[src/rtl/life_pkg.sv]
// Shared definitions for the quadrant Life engine: FSM encoding, quadrant bit
// indexing and the birth/survive masks (bit n set = rule fires with n neighbours).
package life_pkg;

    typedef enum logic [1:0] {
        ST_IDLE   = 2'd0,
        ST_EVAL   = 2'd1,
        ST_COMMIT = 2'd2
    } state_e;

    localparam logic [8:0] BIRTH_B3    = 9'b0_0000_1000;
    localparam logic [8:0] BIRTH_B36   = 9'b0_0100_1000;
    localparam logic [8:0] SURVIVE_S23 = 9'b0_0000_1100;

    function automatic int qbit(input int r, input int c, input int qw);
        return r * qw + c;
    endfunction

endpackage

[src/rtl/life_cell_rule.sv]
// Next-state rule for one Life cell from its centre and eight neighbours.
// HIGHLIFE_EN selects B36/S23; otherwise standard B3/S23.
module life_cell_rule
    import life_pkg::*;
(
    input  logic       centre_i,
    input  logic [7:0] nbr_i,
    output logic       next_o
);

`ifdef HIGHLIFE_EN
    localparam logic [8:0] BIRTH_MASK = BIRTH_B36;
`else
    localparam logic [8:0] BIRTH_MASK = BIRTH_B3;
`endif

    logic [3:0] count;

    always_comb begin
        count = '0;
        for (int k = 0; k < 8; k++) begin
            count = count + 4'(nbr_i[k]);
        end
    end

    assign next_o = centre_i ? SURVIVE_S23[count] : BIRTH_MASK[count];

endmodule

[src/rtl/life_quad_engine.sv]
// Toroidal Life grid of 2*QW x 2*QH cells, loaded, evaluated and stored one
// quadrant at a time under controller strobes. HIGHLIFE_EN switches the cell rule.
module life_quad_engine
    import life_pkg::*;
#(
    parameter int QW = 4,
    parameter int QH = 4
) (
    input  logic             clk,
    input  logic             reset,
    input  logic             write_array,
    input  logic             run,
    input  logic [1:0]       pos,
    input  logic             write_mem,
    output logic [1:0]       mem_rd_addr,
    input  logic [QW*QH-1:0] mem_rd_data,
    output logic             mem_wr_en,
    output logic [1:0]       mem_wr_addr,
    output logic [QW*QH-1:0] mem_wr_data,
    output logic             busy,
    output logic             overrun,
    output logic             protocol_err,
    output logic [15:0]      gen_count
);

    localparam int GW  = 2 * QW;
    localparam int GH  = 2 * QH;
    localparam int QN  = QW * QH;
    localparam int CW  = $clog2(GW);
    localparam int RW  = $clog2(GH);
    localparam int QNW = (QN > 1) ? $clog2(QN) : 1;

    typedef logic [GH-1:0][GW-1:0] grid_t;

    grid_t           grid_q, grid_d, next_q, next_d;
    state_e          state_q, state_d;
    logic [1:0]      eval_q, eval_d;
    logic [RW-1:0]   row_q, row_d;
    logic [15:0]     gen_q, gen_d;
    logic            wr_en_q, wr_en_d;
    logic [1:0]      wr_addr_q, wr_addr_d;
    logic [QN-1:0]   wr_data_q, wr_data_d;
    logic            overrun_q, overrun_d;
    logic            perr_q, perr_d;

    logic            any_strobe, multi_strobe;
    logic [RW-1:0]   gr, gr_up, gr_dn;
    logic [CW-1:0]   gc  [QW];
    logic [CW-1:0]   gcl [QW];
    logic [CW-1:0]   gcr [QW];
    logic [QW-1:0]   cell_nxt;

    assign any_strobe   = write_array | run | write_mem;
    assign multi_strobe = (write_array & run) | (write_array & write_mem) | (run & write_mem);

    // Global row under evaluation and its toroidal neighbours
    assign gr    = row_q + (eval_q[1] ? RW'(QH) : RW'(0));
    assign gr_up = (gr == '0) ? RW'(GH - 1) : gr - 1'b1;
    assign gr_dn = (gr == RW'(GH - 1)) ? '0 : gr + 1'b1;

    genvar gi;
    generate
        for (gi = 0; gi < QW; gi++) begin : g_col
            assign gc[gi]  = CW'(gi) + (eval_q[0] ? CW'(QW) : CW'(0));
            assign gcl[gi] = (gc[gi] == '0) ? CW'(GW - 1) : gc[gi] - 1'b1;
            assign gcr[gi] = (gc[gi] == CW'(GW - 1)) ? '0 : gc[gi] + 1'b1;

            life_cell_rule u_rule (
                .centre_i (grid_q[gr][gc[gi]]),
                .nbr_i    ({grid_q[gr_up][gcl[gi]], grid_q[gr_up][gc[gi]], grid_q[gr_up][gcr[gi]],
                            grid_q[gr][gcl[gi]],                           grid_q[gr][gcr[gi]],
                            grid_q[gr_dn][gcl[gi]], grid_q[gr_dn][gc[gi]], grid_q[gr_dn][gcr[gi]]}),
                .next_o   (cell_nxt[gi])
            );
        end
    endgenerate

    always_comb begin
        state_d   = state_q;
        grid_d    = grid_q;
        next_d    = next_q;
        eval_d    = eval_q;
        row_d     = row_q;
        gen_d     = gen_q;
        wr_en_d   = 1'b0;
        wr_addr_d = wr_addr_q;
        wr_data_d = wr_data_q;
        overrun_d = overrun_q;
        perr_d    = perr_q | multi_strobe;

        case (state_q)
            ST_IDLE: begin
                if (write_array) begin
                    for (int r = 0; r < QH; r++) begin
                        for (int c = 0; c < QW; c++) begin
                            grid_d[RW'((pos[1] ? QH : 0) + r)][CW'((pos[0] ? QW : 0) + c)] =
                                mem_rd_data[QNW'(qbit(r, c, QW))];
                        end
                    end
                end else if (run) begin
                    eval_d  = pos;
                    row_d   = '0;
                    state_d = ST_EVAL;
                end else if (write_mem) begin
                    wr_en_d   = 1'b1;
                    wr_addr_d = pos;
                    for (int r = 0; r < QH; r++) begin
                        for (int c = 0; c < QW; c++) begin
                            wr_data_d[QNW'(qbit(r, c, QW))] =
                                grid_q[RW'((pos[1] ? QH : 0) + r)][CW'((pos[0] ? QW : 0) + c)];
                        end
                    end
                end
            end
            ST_EVAL: begin
                overrun_d = overrun_q | any_strobe;
                for (int c = 0; c < QW; c++) begin
                    next_d[gr][gc[c]] = cell_nxt[c];
                end
                if (row_q == RW'(QH - 1)) begin
                    row_d   = '0;
                    state_d = (eval_q == 2'd3) ? ST_COMMIT : ST_IDLE;
                end else begin
                    row_d = row_q + 1'b1;
                end
            end
            ST_COMMIT: begin
                overrun_d = overrun_q | any_strobe;
                grid_d    = next_q;
                gen_d     = gen_q + 16'd1;
                state_d   = ST_IDLE;
            end
            default: state_d = ST_IDLE;
        endcase
    end

    always_ff @(posedge clk or negedge reset) begin
        if (!reset) begin
            state_q   <= ST_IDLE;
            grid_q    <= '0;
            next_q    <= '0;
            eval_q    <= '0;
            row_q     <= '0;
            gen_q     <= '0;
            wr_en_q   <= 1'b0;
            wr_addr_q <= '0;
            wr_data_q <= '0;
            overrun_q <= 1'b0;
            perr_q    <= 1'b0;
        end else begin
            state_q   <= state_d;
            grid_q    <= grid_d;
            next_q    <= next_d;
            eval_q    <= eval_d;
            row_q     <= row_d;
            gen_q     <= gen_d;
            wr_en_q   <= wr_en_d;
            wr_addr_q <= wr_addr_d;
            wr_data_q <= wr_data_d;
            overrun_q <= overrun_d;
            perr_q    <= perr_d;
        end
    end

    assign mem_rd_addr  = pos;
    assign mem_wr_en    = wr_en_q;
    assign mem_wr_addr  = wr_addr_q;
    assign mem_wr_data  = wr_data_q;
    assign busy         = (state_q != ST_IDLE);
    assign overrun      = overrun_q;
    assign protocol_err = perr_q;
    assign gen_count    = gen_q;

endmodule

[config.mk]
export PLATFORM = sky130hd
export DESIGN_NAME = life_quad_engine
export DESIGN_NICKNAME = d
export VERILOG_FILES = /design/src/rtl/life_pkg.sv /design/src/rtl/life_cell_rule.sv /design/src/rtl/life_quad_engine.sv
export SDC_FILE = /design/constraint.sdc
export NUM_CORES = 1
export LEC_CHECK = 0
export ABC_AREA = 1
export CORE_ASPECT_RATIO = 1.1
export CORE_MARGIN = 2
export CORE_UTILIZATION = 57
export DETAILED_ROUTE_END_ITERATION = 12
export GPL_TIMING_DRIVEN = 0
export MAX_ROUTING_LAYER = met4
export PLACE_DENSITY_LB_ADDON = 0.08
export SETUP_SLACK_MARGIN = 0.05
export SLEW_MARGIN = 20
export SYNTH_ARGS = -nofsm -noshare
export SYNTH_HDL_FRONTEND = slang
export SYNTH_SLANG_ARGS = --single-unit
[constraint.sdc]
create_clock -name clk -period 15.2 [get_ports clk]
set_clock_uncertainty 0.2 [all_clocks]
set_input_delay 3.8 -clock clk [delete_from_list [all_inputs] [get_ports clk]]
set_output_delay 3.8 -clock clk [all_outputs]
set_load 0.02 [all_outputs]
==> tab_implementation.tex, run 1 <==
\begin{tabular}{lr}
\hline
Metric & Value \\
\hline
\multicolumn{2}{l}{\textbf{Outcome}} \\
\quad Result of the run & complete, no violations \\
\multicolumn{2}{l}{\textbf{Synth}} \\
\quad Most used DFF post-synth & sky130\_fd\_sc\_hd\_\_dfrtp\_1 \\
\quad Dominant combinational cell family by area after synthesis & simple AND/OR/NAND/NOR gates \\
\quad Synth Warn \# & 0 \\
\quad Leading cell types by total area after synthesis & sky130\_fd\_sc\_hd\_\_dfrtp\_1 (42\%), sky130\_fd\_sc\_hd\_\_nand2\_1 (14\%), sky130\_fd\_sc\_hd\_\_nand3\_1 (10\%) \\
\quad Number of flops mapped to enable cells by yosys & 0 \\
\quad Most frequent cell after synthesis & sky130\_fd\_sc\_hd\_\_nand2\_1 \\
\quad Count of cell types in the netlist & 36 \\
\quad Simple-gate portion of the synthesized area & 0.2986 \\
\quad Xor and xnor area share after synthesis & 0.01342 \\
\quad Flip-flop and latch count after synthesis & 164 \\
\quad Synth top cells by count & sky130\_fd\_sc\_hd\_\_nand2\_1 (359), sky130\_fd\_sc\_hd\_\_nand3\_1 (195), sky130\_fd\_sc\_hd\_\_dfrtp\_1 (164) \\
\quad Sequential area share after synthesis & 0.4193 \\
\quad Fraction of registers with async set/reset & 1.000 \\
\quad Post-synthesis average cell area & 7.421 um2 \\
\quad Most area-hungry cell type in the Yosys netlist & sky130\_fd\_sc\_hd\_\_dfrtp\_1 \\
\quad Compound-gate portion of the synthesized area & 0.1097 \\
\quad Fraction of synthesized cell area taken by the top area cell type & 0.4193 \\
\quad Share of cell area taken by muxes after synthesis & 0.008053 \\
\quad Adder and majority gate portion of the synthesized area & 0.05829 \\
\quad Post-synthesis instance total & 1319 \\
\quad Synthesized area & 0.009788 mm2 \\
\multicolumn{2}{l}{\textbf{Critical path}} \\
\quad Worst-path cell with the longest stage delay & sky130\_fd\_sc\_hd\_\_clkdlybuf4s50\_1 \\
\quad Crit path max fanout & 2 \\
\quad Data arrival time of the critical path & 4.46 ns \\
\quad Worst reg2reg startpoint & row\_q[0]\$\_DFFE\_PN0P\_ \\
\quad Flop-to-flop setup slack & 8.30 ns \\
\quad CP max stage delay & 0.59 ns \\
\quad Startpoint Class & primary input \\
\quad Worst path top cell family by delay & buffers and inverters \\
\quad Kind of critical path & primary input to output pin \\
\quad Setup crit start & pos[1] \\
\quad Endpoint type of the worst setup path & output pin \\
\quad Combined buffer and inverter count along the critical path & 2 \\
\quad Required time reported for the critical path endpoint & 11.20 ns \\
\quad Ordered list of cells on the worst path & buf\_4, clkdlybuf4s50\_1 \\
\multicolumn{2}{l}{\textbf{Drt}} \\
\quad Pre-antenna DRT Iters & 10 \\
\quad Routed via count & 9733 \\
\quad Count of nets left with antenna violations after detail routing & 0 \\
\quad Average routed wire per standard cell & 21.76 um \\
\quad DR vias/cell & 6.034 \\
\quad DRC & 0 \\
\quad 1st-iter DRT viols & 1266 \\
\quad Total routed wirelength & 35110 um \\
\multicolumn{2}{l}{\textbf{Clock network}} \\
\quad Clock transition at the registers of the reported paths & 0.07 ns \\
\quad CTS Root Cell & sky130\_fd\_sc\_hd\_\_clkbuf\_16 \\
\quad Clock Sink Count & 164 \\
\quad Number of CTS-inserted buffers & 17 \\
\quad Clock insertion delay at the later pin of the skew report & 0.45 ns \\
\quad Postcts setup bufs & 0 \\
\quad Post-cts gate resize count & 0 \\
\quad Bufs on Longest Clock Path & 2 \\
\quad CTS Hold Bufs & 0 \\
\quad Count of H-tree levels built during CTS & 4 \\
\quad CTS tree & done \\
\multicolumn{2}{l}{\textbf{Final layout}} \\
\quad Number of fillers in the final layout & 1466 \\
\quad Layout Area Growth over Synthesis & 14.29\% \\
\quad Post-layout nets & 1450 \\
\quad Util after Layout & 0.6623 \\
\quad Proportion of layout cells with a drive suffix above 1 & 0.07906 \\
\multicolumn{2}{l}{\textbf{Global routing}} \\
\quad Pin count of the biggest net entering global routing & 102 \\
\quad All-layer global routing usage & 0.4089 \\
\quad Sum of overflow across all layers after global routing & 0 \\
\quad Vias in the first global route & 9093 \\
\quad Global-route wire length before repair & 53190 um \\
\quad Initial antenna violation count & 1 \\
\multicolumn{2}{l}{\textbf{Die}} \\
\quad Area of the die & 0.01824 mm2 \\
\quad Starting density of the core & 0.5795 \\
\quad Placeable Area & 0.01689 mm2 \\
\quad Die outline width & 128.9 um \\
\quad Cell row count & 50 \\
\quad \# IOs & 63 \\
\quad Vert. Die Dim & 141.4 um \\
\multicolumn{2}{l}{\textbf{STA}} \\
\quad Headroom to the max-slew limit & 0.4801 \\
\quad Maximum operating frequency & 118.2 MHz \\
\quad Number of slew-limit violations in the final report & 0 \\
\quad Transition time of the tightest slew-check pin & 0.7784 ns \\
\quad Unrepaired setup endpoints after global routing & no \\
\quad Tcrit/Tclk final & 0.5567 \\
\quad Shortest period the worst path allows & 8.462 ns \\
\quad Accumulated negative setup slack & 0 ns \\
\quad Final-report hold violation count & 0 \\
\quad Final setup violation count & 0 \\
\multicolumn{2}{l}{\textbf{Min path}} \\
\quad Source of the worst hold timing path & overrun\$\_DFFE\_PN0P\_ \\
\quad Path type of the worst min-delay path & register to register \\
\multicolumn{2}{l}{\textbf{Run}} \\
\quad Max-capacitance violation count & 0 \\
\multicolumn{2}{l}{\textbf{Place}} \\
\quad Post-detailed-placement half-perimeter wirelength & 26430 um \\
\quad Routability congestion estimate from global placement & 1.005 \\
\quad Buffers on Ports & 44 \\
\hline
\end{tabular}
==> per-layer routing <==
layer,part of all wire,routed length (um),vias up,GRT usage
li1,-,-,4408,-
met1,0.40,14110,4628,0.5590
met2,0.45,15660,584,0.5996
met3,0.10,3609,113,0.06712
met4,0.049,1730,0,0.1905
met5,0,0,-,-
==> registers in the layout, indices dropped and copies added, names as in the netlist, 2 cells and up <==
name / count
eval_q: 2
gen_count: 16
grid_q: 64
mem_wr_addr: 2
mem_wr_data: 8
next_q: 64
row_q: 3
state_q: 2
==> worst min-delay path, delay by kind of cell (launching register included) <==
family,cells,cell delay (ns)
DFF,1,0.34
and+or+nand+nor,1,0.05
buffers and inverters,1,0.04
==> cell usage in the layout, fill, tap and decap left out, types with 7 or more instances in the layout <==
cell type	count
sky130_fd_sc_hd__buf_1	7
sky130_fd_sc_hd__xor2_1	9
sky130_fd_sc_hd__buf_6	8
sky130_fd_sc_hd__clkbuf_1	22
sky130_fd_sc_hd__mux2_2	7
sky130_fd_sc_hd__inv_1	123
sky130_fd_sc_hd__clkdlybuf4s50_1	43
sky130_fd_sc_hd__o21ai_0	111
sky130_fd_sc_hd__conb_1	8
sky130_fd_sc_hd__nand3_1	195
sky130_fd_sc_hd__clkbuf_16	17
sky130_fd_sc_hd__nor2_1	112
sky130_fd_sc_hd__buf_2	26
sky130_fd_sc_hd__fa_1	16
sky130_fd_sc_hd__buf_4	13
sky130_fd_sc_hd__nand2_1	359
sky130_fd_sc_hd__a31oi_1	13
sky130_fd_sc_hd__a21oi_1	65
sky130_fd_sc_hd__dfrtp_1	164
sky130_fd_sc_hd__ha_1	20
==> layout make-up <==
| class | count | area [um2] | share of cell area |
|---|---|---|---|
| repair buffers | 46 | 480.5 | 0.04295 |
| plain buffers | 75 | 419.2 | 0.03747 |
| diodes | 1 | 2.502 | 0.0002237 |
| clock inverters | 15 | 183.9 | 0.01644 |
| flip-flops and latches | 164 | 4104 | 0.3668 |
| well taps | 208 | 260.3 | 0.02326 |
| multi-input cells | 958 | 4827 | 0.4315 |
| inverters | 129 | 484.2 | 0.04328 |
| clock buffers | 17 | 425.4 | 0.03803 |
==> logic make-up after synthesis <==
kind of cell,count (synthesis)
buffers and inverters,204
other,1
and+or+nand+nor,687
muxes,7
AOI/OAI and AO/OA,205
adders and majority gates,36
DFF,164
xor gates and xnor gates,15
==> final timing paths <==
check                      cells after the start                        end
max in group asynchronous                      2     next_q[61]$_DFFE_PN0P_
hold / removal                                 2        overrun$_DFFE_PN0P_
setup / recovery                               2             mem_rd_addr[1]
min in group asynchronous                      1  gen_count[10]$_DFFE_PN0P_
setup reg to reg                              21     next_q[42]$_DFFE_PN0P_
hold reg to reg                                2        overrun$_DFFE_PN0P_
==> per-stage QoR <==
step,hold WS (ns),setup slack [ns],instance area (um2),instances
after floorplan,0.2452,7.266,9814,1326
after global placement,0.2457,3.566,10520,1578
after detailed placement,0.2508,6.738,10580,1580
after CTS,0.2693,6.738,11180,1612
after global routing,0.2963,6.727,11190,1613
final,0.2639,6.738,11190,1613
Power of run 1 is not shown: default switching activity piles up to over one toggle a cycle in this logic, so the estimate is an artifact.
==> run 2, diff against run 1 <==
- clock period: 15.2 -> 8.05 ns (I/O delays scaled with it)
==> results of run 2 <==
The final DEF is identical to that of run 1. Status: complete, no violations.
Main changes from that run: setup slack after placement 6.738 ns -> 1.389 ns; setup slack after layout 6.738 ns -> 1.145 ns; start point of the critical path pos[1] -> row_q[0]$_DFFE_PN0P_; end point of the critical path mem_rd_addr[1] -> next_q[42]$_DFFE_PN0P_; register-to-register setup slack 8.30 ns -> 1.15 ns
Power of run 2 is left out for the same reason.
